[config.mk]
export PLATFORM = sky130hd
export DESIGN_NAME = seq_payload_capture_flat
export DESIGN_NICKNAME = d
export VERILOG_FILES = /design/src/rtl/seq_payload_capture_if.sv /design/src/rtl/seq_payload_capture.sv /design/src/flat_wrapper.sv
export SDC_FILE = /design/constraint.sdc
export NUM_CORES = 1
export LEC_CHECK = 0
export CELL_PAD_IN_SITES_DETAIL_PLACEMENT = 0
export CELL_PAD_IN_SITES_GLOBAL_PLACEMENT = 1
export CORE_UTILIZATION = 48
export CTS_BUF_LIST = sky130_fd_sc_hd__clkbuf_8
export DETAILED_ROUTE_END_ITERATION = 10
export HOLD_SLACK_MARGIN = 0.05
export PLACE_DENSITY = 0.88
export RECOVER_POWER = 25
export SETUP_SLACK_MARGIN = 0.02
export SYNTH_ARGS = -nofsm -noshare
export SYNTH_HDL_FRONTEND = slang
export SYNTH_SLANG_ARGS = --single-unit
[constraint.sdc]
create_clock -name clk -period 2.7 [get_ports clk]
set_input_delay 0.54 -clock clk [delete_from_list [all_inputs] [get_ports clk]]
set_output_delay 0.54 -clock clk [all_outputs]
set_load 0.02 [all_outputs]
[src/rtl/seq_payload_capture_if.sv]
// Signal bundle between the sync-pattern detector/serial stream, the payload
// capture stage and the word consumer.
interface seq_payload_capture_if #(
  parameter int DATA_W = 8
);
  logic              bit_in;
  logic              match;
  logic [DATA_W-1:0] data_out;
  logic              data_valid;
  logic              data_ready;
  logic              busy;
  logic              overflow;
  logic [15:0]       frame_cnt;

  // master: the capture stage producing words; slave: stream source plus consumer
  modport master (
    input  bit_in, match, data_ready,
    output data_out, data_valid, busy, overflow, frame_cnt
  );

  modport slave (
    output bit_in, match, data_ready,
    input  data_out, data_valid, busy, overflow, frame_cnt
  );
endinterface

[src/rtl/seq_payload_capture.sv]
// Deserializes the DATA_W bits following each detected sync pattern (MSB first)
// and buffers the words in a show-ahead FIFO with a valid/ready output.
module seq_payload_capture #(
  parameter int DATA_W     = 8,
  parameter int FIFO_DEPTH = 4
) (
  input  logic                  clk,
  input  logic                  rst_n,
  seq_payload_capture_if.master bus
);

  localparam int CNT_W = $clog2(DATA_W);
  localparam int PTR_W = $clog2(FIFO_DEPTH);
  localparam logic [CNT_W-1:0] LAST_CNT = CNT_W'(DATA_W - 1);
  localparam logic [PTR_W:0]   DEPTH_C  = (PTR_W + 1)'(FIFO_DEPTH);

  typedef enum logic {
    IDLE,
    RECV
  } state_t;

  state_t            r_state;
  state_t            w_next_state;
  logic              r_bit_d;
  logic [DATA_W-2:0] r_shreg;
  logic [CNT_W-1:0]  r_cnt;
  logic [CNT_W-1:0]  w_cnt_next;
  logic              w_shift;
  logic              w_push;
  logic [DATA_W-1:0] w_word;

  logic [DATA_W-1:0] r_mem [FIFO_DEPTH];
  logic [PTR_W-1:0]  r_wr_ptr;
  logic [PTR_W-1:0]  r_rd_ptr;
  logic [PTR_W:0]    r_count;
  logic              r_overflow;
  logic [15:0]       r_frame_cnt;
  logic              w_full;
  logic              w_pop;
  logic              w_wr;

  // match arrives one cycle late, so the payload is taken from the delayed bit
  assign w_word = {r_shreg, r_bit_d};

  // NOTE: sequential state uses non-blocking (<=) so every flop samples pre-edge values.
  always_ff @(posedge clk or negedge rst_n) begin
    if (!rst_n) begin
      r_state <= IDLE;
    end else begin
      r_state <= w_next_state;
    end
  end

  // NOTE: every output of this block gets a default first so no latch is inferred.
  always_comb begin
    w_next_state = r_state;
    w_shift      = 1'b0;
    w_push       = 1'b0;
    w_cnt_next   = r_cnt;
    case (r_state)
      IDLE: begin
        if (bus.match) begin
          w_shift      = 1'b1;
          w_cnt_next   = CNT_W'(1);
          w_next_state = RECV;
        end
      end
      RECV: begin
        w_shift = 1'b1;
        if (r_cnt == LAST_CNT) begin
          w_push       = 1'b1;
          w_cnt_next   = '0;
          w_next_state = IDLE;
        end else begin
          w_cnt_next = r_cnt + 1'b1;
        end
      end
      default: w_next_state = IDLE;
    endcase
  end

  always_ff @(posedge clk or negedge rst_n) begin
    if (!rst_n) begin
      r_bit_d <= 1'b0;
      r_shreg <= '0;
      r_cnt   <= '0;
    end else begin
      r_bit_d <= bus.bit_in;
      r_cnt   <= w_cnt_next;
      if (w_shift) begin
        r_shreg <= w_word[DATA_W-2:0];
      end
    end
  end

  assign w_full = (r_count == DEPTH_C);
  assign w_pop  = (r_count != '0) && bus.data_ready;
  // a pop frees the slot in the same edge, so a full FIFO still accepts the push
  assign w_wr   = w_push && (!w_full || w_pop);

  // NOTE: the storage is reset because data_out must read zero out of reset.
  always_ff @(posedge clk or negedge rst_n) begin
    if (!rst_n) begin
      for (int i = 0; i < FIFO_DEPTH; i++) begin
        r_mem[i] <= '0;
      end
      r_wr_ptr    <= '0;
      r_rd_ptr    <= '0;
      r_count     <= '0;
      r_overflow  <= 1'b0;
      r_frame_cnt <= '0;
    end else begin
      if (w_wr) begin
        r_mem[r_wr_ptr] <= w_word;
        r_wr_ptr        <= r_wr_ptr + 1'b1;
        r_frame_cnt     <= r_frame_cnt + 16'd1;
      end
      if (w_pop) begin
        r_rd_ptr <= r_rd_ptr + 1'b1;
      end
      case ({w_wr, w_pop})
        2'b10:   r_count <= r_count + 1'b1;
        2'b01:   r_count <= r_count - 1'b1;
        default: r_count <= r_count;
      endcase
      if (w_push && !w_wr) begin
        r_overflow <= 1'b1;
      end
    end
  end

  assign bus.data_out   = r_mem[r_rd_ptr];
  assign bus.data_valid = (r_count != '0);
  assign bus.busy       = (r_state == RECV);
  assign bus.overflow   = r_overflow;
  assign bus.frame_cnt  = r_frame_cnt;

endmodule

[src/flat_wrapper.sv]
// flat-port wrapper written by rule: the top's interface ports become plain ports
module seq_payload_capture_flat 
#(
  parameter int DATA_W     = 8,
  parameter int FIFO_DEPTH = 4
)
  (clk, rst_n, bus_bit_in, bus_match, bus_data_ready, bus_data_out, bus_data_valid, bus_busy, bus_overflow, bus_frame_cnt);
  seq_payload_capture_if #(.DATA_W(DATA_W)) bus_i ();
  input  logic clk;
  input  logic rst_n;
  input wire logic [$bits(bus_i.bit_in)-1:0] bus_bit_in;
  input wire logic [$bits(bus_i.match)-1:0] bus_match;
  input wire logic [$bits(bus_i.data_ready)-1:0] bus_data_ready;
  output wire logic [$bits(bus_i.data_out)-1:0] bus_data_out;
  output wire logic [$bits(bus_i.data_valid)-1:0] bus_data_valid;
  output wire logic [$bits(bus_i.busy)-1:0] bus_busy;
  output wire logic [$bits(bus_i.overflow)-1:0] bus_overflow;
  output wire logic [$bits(bus_i.frame_cnt)-1:0] bus_frame_cnt;
  assign bus_i.bit_in = bus_bit_in;
  assign bus_i.match = bus_match;
  assign bus_i.data_ready = bus_data_ready;
  assign bus_data_out = bus_i.data_out;
  assign bus_data_valid = bus_i.data_valid;
  assign bus_busy = bus_i.busy;
  assign bus_overflow = bus_i.overflow;
  assign bus_frame_cnt = bus_i.frame_cnt;
  seq_payload_capture #(.DATA_W(DATA_W), .FIFO_DEPTH(FIFO_DEPTH)) u_core (.clk(clk), .rst_n(rst_n), .bus(bus_i));
endmodule
==> results of run 1 <==
==> per-stage QoR <==
stage | power (mW) | std cells | worst slack [ns]
5_1_grt | 4.12 | 325 | 0.179
3_3_place_gp | 2.96 | 309 | 0.257
3_5_place_dp | 3.02 | 309 | 0.167
4_1_cts | 3.93 | 325 | 0.218
2_1_floorplan | 2.52 | 201 | 0.444
6_report | 3.88 | 325 | 0.247
==> worst paths after layout <==
kind / end / depth (start not counted) / slack, ns
worst max-delay path: bus_data_out[4] / 3 / 0.25
worst min-delay path: u_core.bus.frame_cnt[15]$_DFFE_PN0P_ / 1 / 0.48
worst max register to register: u_core.r_count[2]$_DFFE_PN0P_ / 11 / 0.50
worst min register to register: u_core.bus.frame_cnt[15]$_DFFE_PN0P_ / 1 / 0.48
max in group asynchronous: u_core.bus.busy$_DFF_PN0_ / 2 / 1.26
min in group asynchronous: u_core.r_mem[25]$_DFFE_PN0P_ / 1 / 0.55
==> cell usage after synthesis <==
master	count	area share
dfrtp_1	68	0.57
mux2_2	31	0.12
xnor2_1	11	0.032
xor2_1	10	0.029
inv_1	9	0.011
mux2_1	9	0.034
ha_1	8	0.034
mux4_2	8	0.061
nand2_1	6	0.0076
nand3_1	5	0.0084
nand4_1	4	0.0084
nand2_2	3	0.0063
nor2_1	3	0.0038
a22o_1	2	0.0059
and3_1	2	0.0042
and4_1	2	0.0059
buf_2	2	0.0034
nor4_1	2	0.0042
o21ai_0	2	0.0034
a31o_2	1	0.0029
and2_1	1	0.0021
buf_1	1	0.0013
buf_6	1	0.0038
fa_1	1	0.0067
mux2i_1	1	0.0034
nand2_4	1	0.0038
nand2b_1	1	0.0021
nor2_2	1	0.0021
nor3_1	1	0.0017
nor4_2	1	0.0042
nor4b_4	1	0.0080
o22ai_1	1	0.0021
or3_1	1	0.0021
==> worst reg2reg max path, delay by kind of cell, from the launching register on <==
| family | cells | cell delay (ns) |
|---|---|---|
| flops | 1 | 0.40 |
| xor+xnor | 2 | 0.30 |
| buf+inv | 2 | 0.13 |
| simple gates | 3 | 0.32 |
| fa+ha+maj | 4 | 0.97 |
==> registers in the layout (all words and copies together), names as in the netlist <==
| name | flops |
|---|---|
| u_core.r_wr_ptr | 2 |
| u_core.r_mem | 32 |
| u_core.r_shreg | 7 |
| u_core.r_bit_d | 1 |
| u_core.bus.overflow | 1 |
| u_core.bus.busy | 1 |
| u_core.bus.frame_cnt | 16 |
| u_core.r_cnt | 3 |
| u_core.r_count | 3 |
| u_core.r_rd_ptr | 2 |
==> layout make-up <==
class | instances | area share
clock inverter | 7 | 0.0253
tap | 75 | 0.0260
inverter | 9 | 0.00934
sequential | 68 | 0.471
clock buffer | 9 | 0.0343
multi-input combinational | 120 | 0.335
timing repair buffer | 37 | 0.100
==> kinds of logic (layout without fill, tap and decap cells) <==
group | Yosys count | in the layout
AO/OA/AOI/OAI | 6 | 6
buffers and inverters | 13 | 62
XOR/XNOR | 21 | 21
multiplexers | 49 | 49
adder cells (fa/ha/maj) | 9 | 9
flip-flops | 68 | 68
AND/OR/NAND/NOR | 35 | 35
==> power breakdown <==
part	internal, mW	switching (mW)	leakage [nW]	total [mW]
clock network	0.516	0.382	0.109	0.898
registers	1.37	0.297	0.853	1.66
logic	0.761	0.559	0.690	1.32
==> layer usage <==
layer | routed length, um | vias to the layer above | part of all wire
li1 | - | 805 | -
met1 | 2310 | 846 | 0.45
met2 | 2510 | 38 | 0.49
met3 | 267 | 8 | 0.052
met4 | 83 | 0 | 0.016
met5 | 0 | - | 0
==> flow_metrics.env, run 1 <==
export IMPL_status="finished with violations"
export IMPL_violations="max-capacitance violations"
export IMPL_cts_repair_resized=0
export IMPL_critPathKind="reg2out"
export IMPL_synth_compound_gate_area_share=0.0143
export IMPL_wl_per_cell_um=15.9
export IMPL_clkLatencyLatePin_ns=0.34
export IMPL_post_route_min_period_ns=2.45
export IMPL_grt_pass1_wl_um=8630
export IMPL_synth_area_mux_share=0.216
export IMPL_gp_congestion=0.782
export IMPL_crit_path_start="u_core.r_rd_ptr[0]$_DFFE_PN0P_"
export IMPL_drtAntennaViolNets=0
export IMPL_final_core_util=0.607
export IMPL_clkTransAtPathRegs_ns=0.07
export IMPL_multi_input_area_sq_um=1210
export IMPL_crit_fanout=5
export IMPL_hold_path_class="reg2reg"
export IMPL_fmax_ghz=0.408
export IMPL_crit_arrival_ns=1.91
export IMPL_top_usage_layer="met2"
export IMPL_ff_latch_area_sq_um=1700
export IMPL_fp_dieH_um=80.7
export IMPL_r2r_start="u_core.r_cnt[0]$_DFFE_PN0P_"
export IMPL_crit_family="buffers and inverters"
export IMPL_antenna_found_initial=0
export IMPL_core_sq_um=5960
export IMPL_clkSinkCount=68
export IMPL_num_antenna_cells=0
export IMPL_grt_overflow=0
export IMPL_synth_avg_cell_area_sq_um=14.8
export IMPL_synth_simple_area_share=0.0750
export IMPL_final_setup_tns_ns=0
export IMPL_final_common_cell="dfrtp_1"
export IMPL_h_tree_depth=3
export IMPL_synth_area_sq_um=2970
export IMPL_synth_xor_area_share=0.0619
export IMPL_cap_violations=1
export IMPL_synthCells=201
export IMPL_setup_viol=0
export IMPL_final_nets=259
export IMPL_grt_use_met3=0.0705
export IMPL_hold_ws_ns=0.479
export IMPL_hpwl_um=3560
export IMPL_postCtsHoldBufs=0
export IMPL_die_w_um=80.7
export IMPL_vias=1697
export IMPL_numCtsBuffers=9
export IMPL_post_cts_buffers=0
export IMPL_crit_buf_inv=2
export IMPL_post_route_period_util=0.909
export IMPL_syn_to_final_growth_pct=21.7
export IMPL_cp_data_required_time_ns=2.16
export IMPL_synth_fp_nets=215
export IMPL_p_per_area_nw_per_um2=1070
export IMPL_fin_skew_ns=0.0109
export IMPL_critical_path_slowest_cell="clkdlybuf4s50_1"
export IMPL_clockBufferDepth=2
export IMPL_fillers=477
export IMPL_tightest_slew_ns=1.49
export IMPL_met1_usage=0.220
export IMPL_synth_cell_types=33
export IMPL_rsz0062_at_grt="no"
export IMPL_routed_wl_um=5170
export IMPL_hold_viol_final=0
export IMPL_dr_pass1_iters=2
export IMPL_grt_max_degree=43
export IMPL_rows=28
export IMPL_worstHoldStart="u_core.bus.frame_cnt[15]$_DFFE_PN0P_"
export IMPL_initial_core_util=0.499
export IMPL_cp_cell_sequence="buf_4 > mux4_2 > clkdlybuf4s50_1"
export IMPL_grt_pass1_vias=1789
export IMPL_die_area_sq_um=6510
export IMPL_drtIter0Drc=54
export IMPL_slew_violations=0
export IMPL_use_met2=0.302
export IMPL_drive_gt1_frac=0.276
export IMPL_end_kind="primary output"
export IMPL_drc=0
export IMPL_cts_tree="built"
export IMPL_place_area_sq_um=3400
export IMPL_fin_area_sq_um=3620
export IMPL_final_cell_mix="dfrtp_1, mux2_2, clkdlybuf4s50_1"
export IMPL_io_buffers=31
export IMPL_viasPerCell=5.22
export IMPL_pin_count=32
export IMPL_critical_path_startpoint_type="register"
export IMPL_cts_root_buf="clkbuf_8"
export IMPL_ir_drop_mv=0.604
export IMPL_cpPeakStageDelay_ns=0.55
export IMPL_ys_seq_area_frac=0.573
export IMPL_synth_top_family_by_area="multiplexers"
export IMPL_yosysWarnings=0
export IMPL_ys_ff_latch=68
export IMPL_leakage_nw=1.65
export IMPL_relSlewSlack=0.00772
export IMPL_track_usage=0.183
export IMPL_synth_fa_ha_area_frac=0.0404
Power figures use the tool's default switching activity.
==> run 2, diff against run 1 <==
- CTS_CLUSTER_SIZE: default -> 12
==> results of run 2 <==
No change in the layout: final DEF, timing and power equal those of run 1.
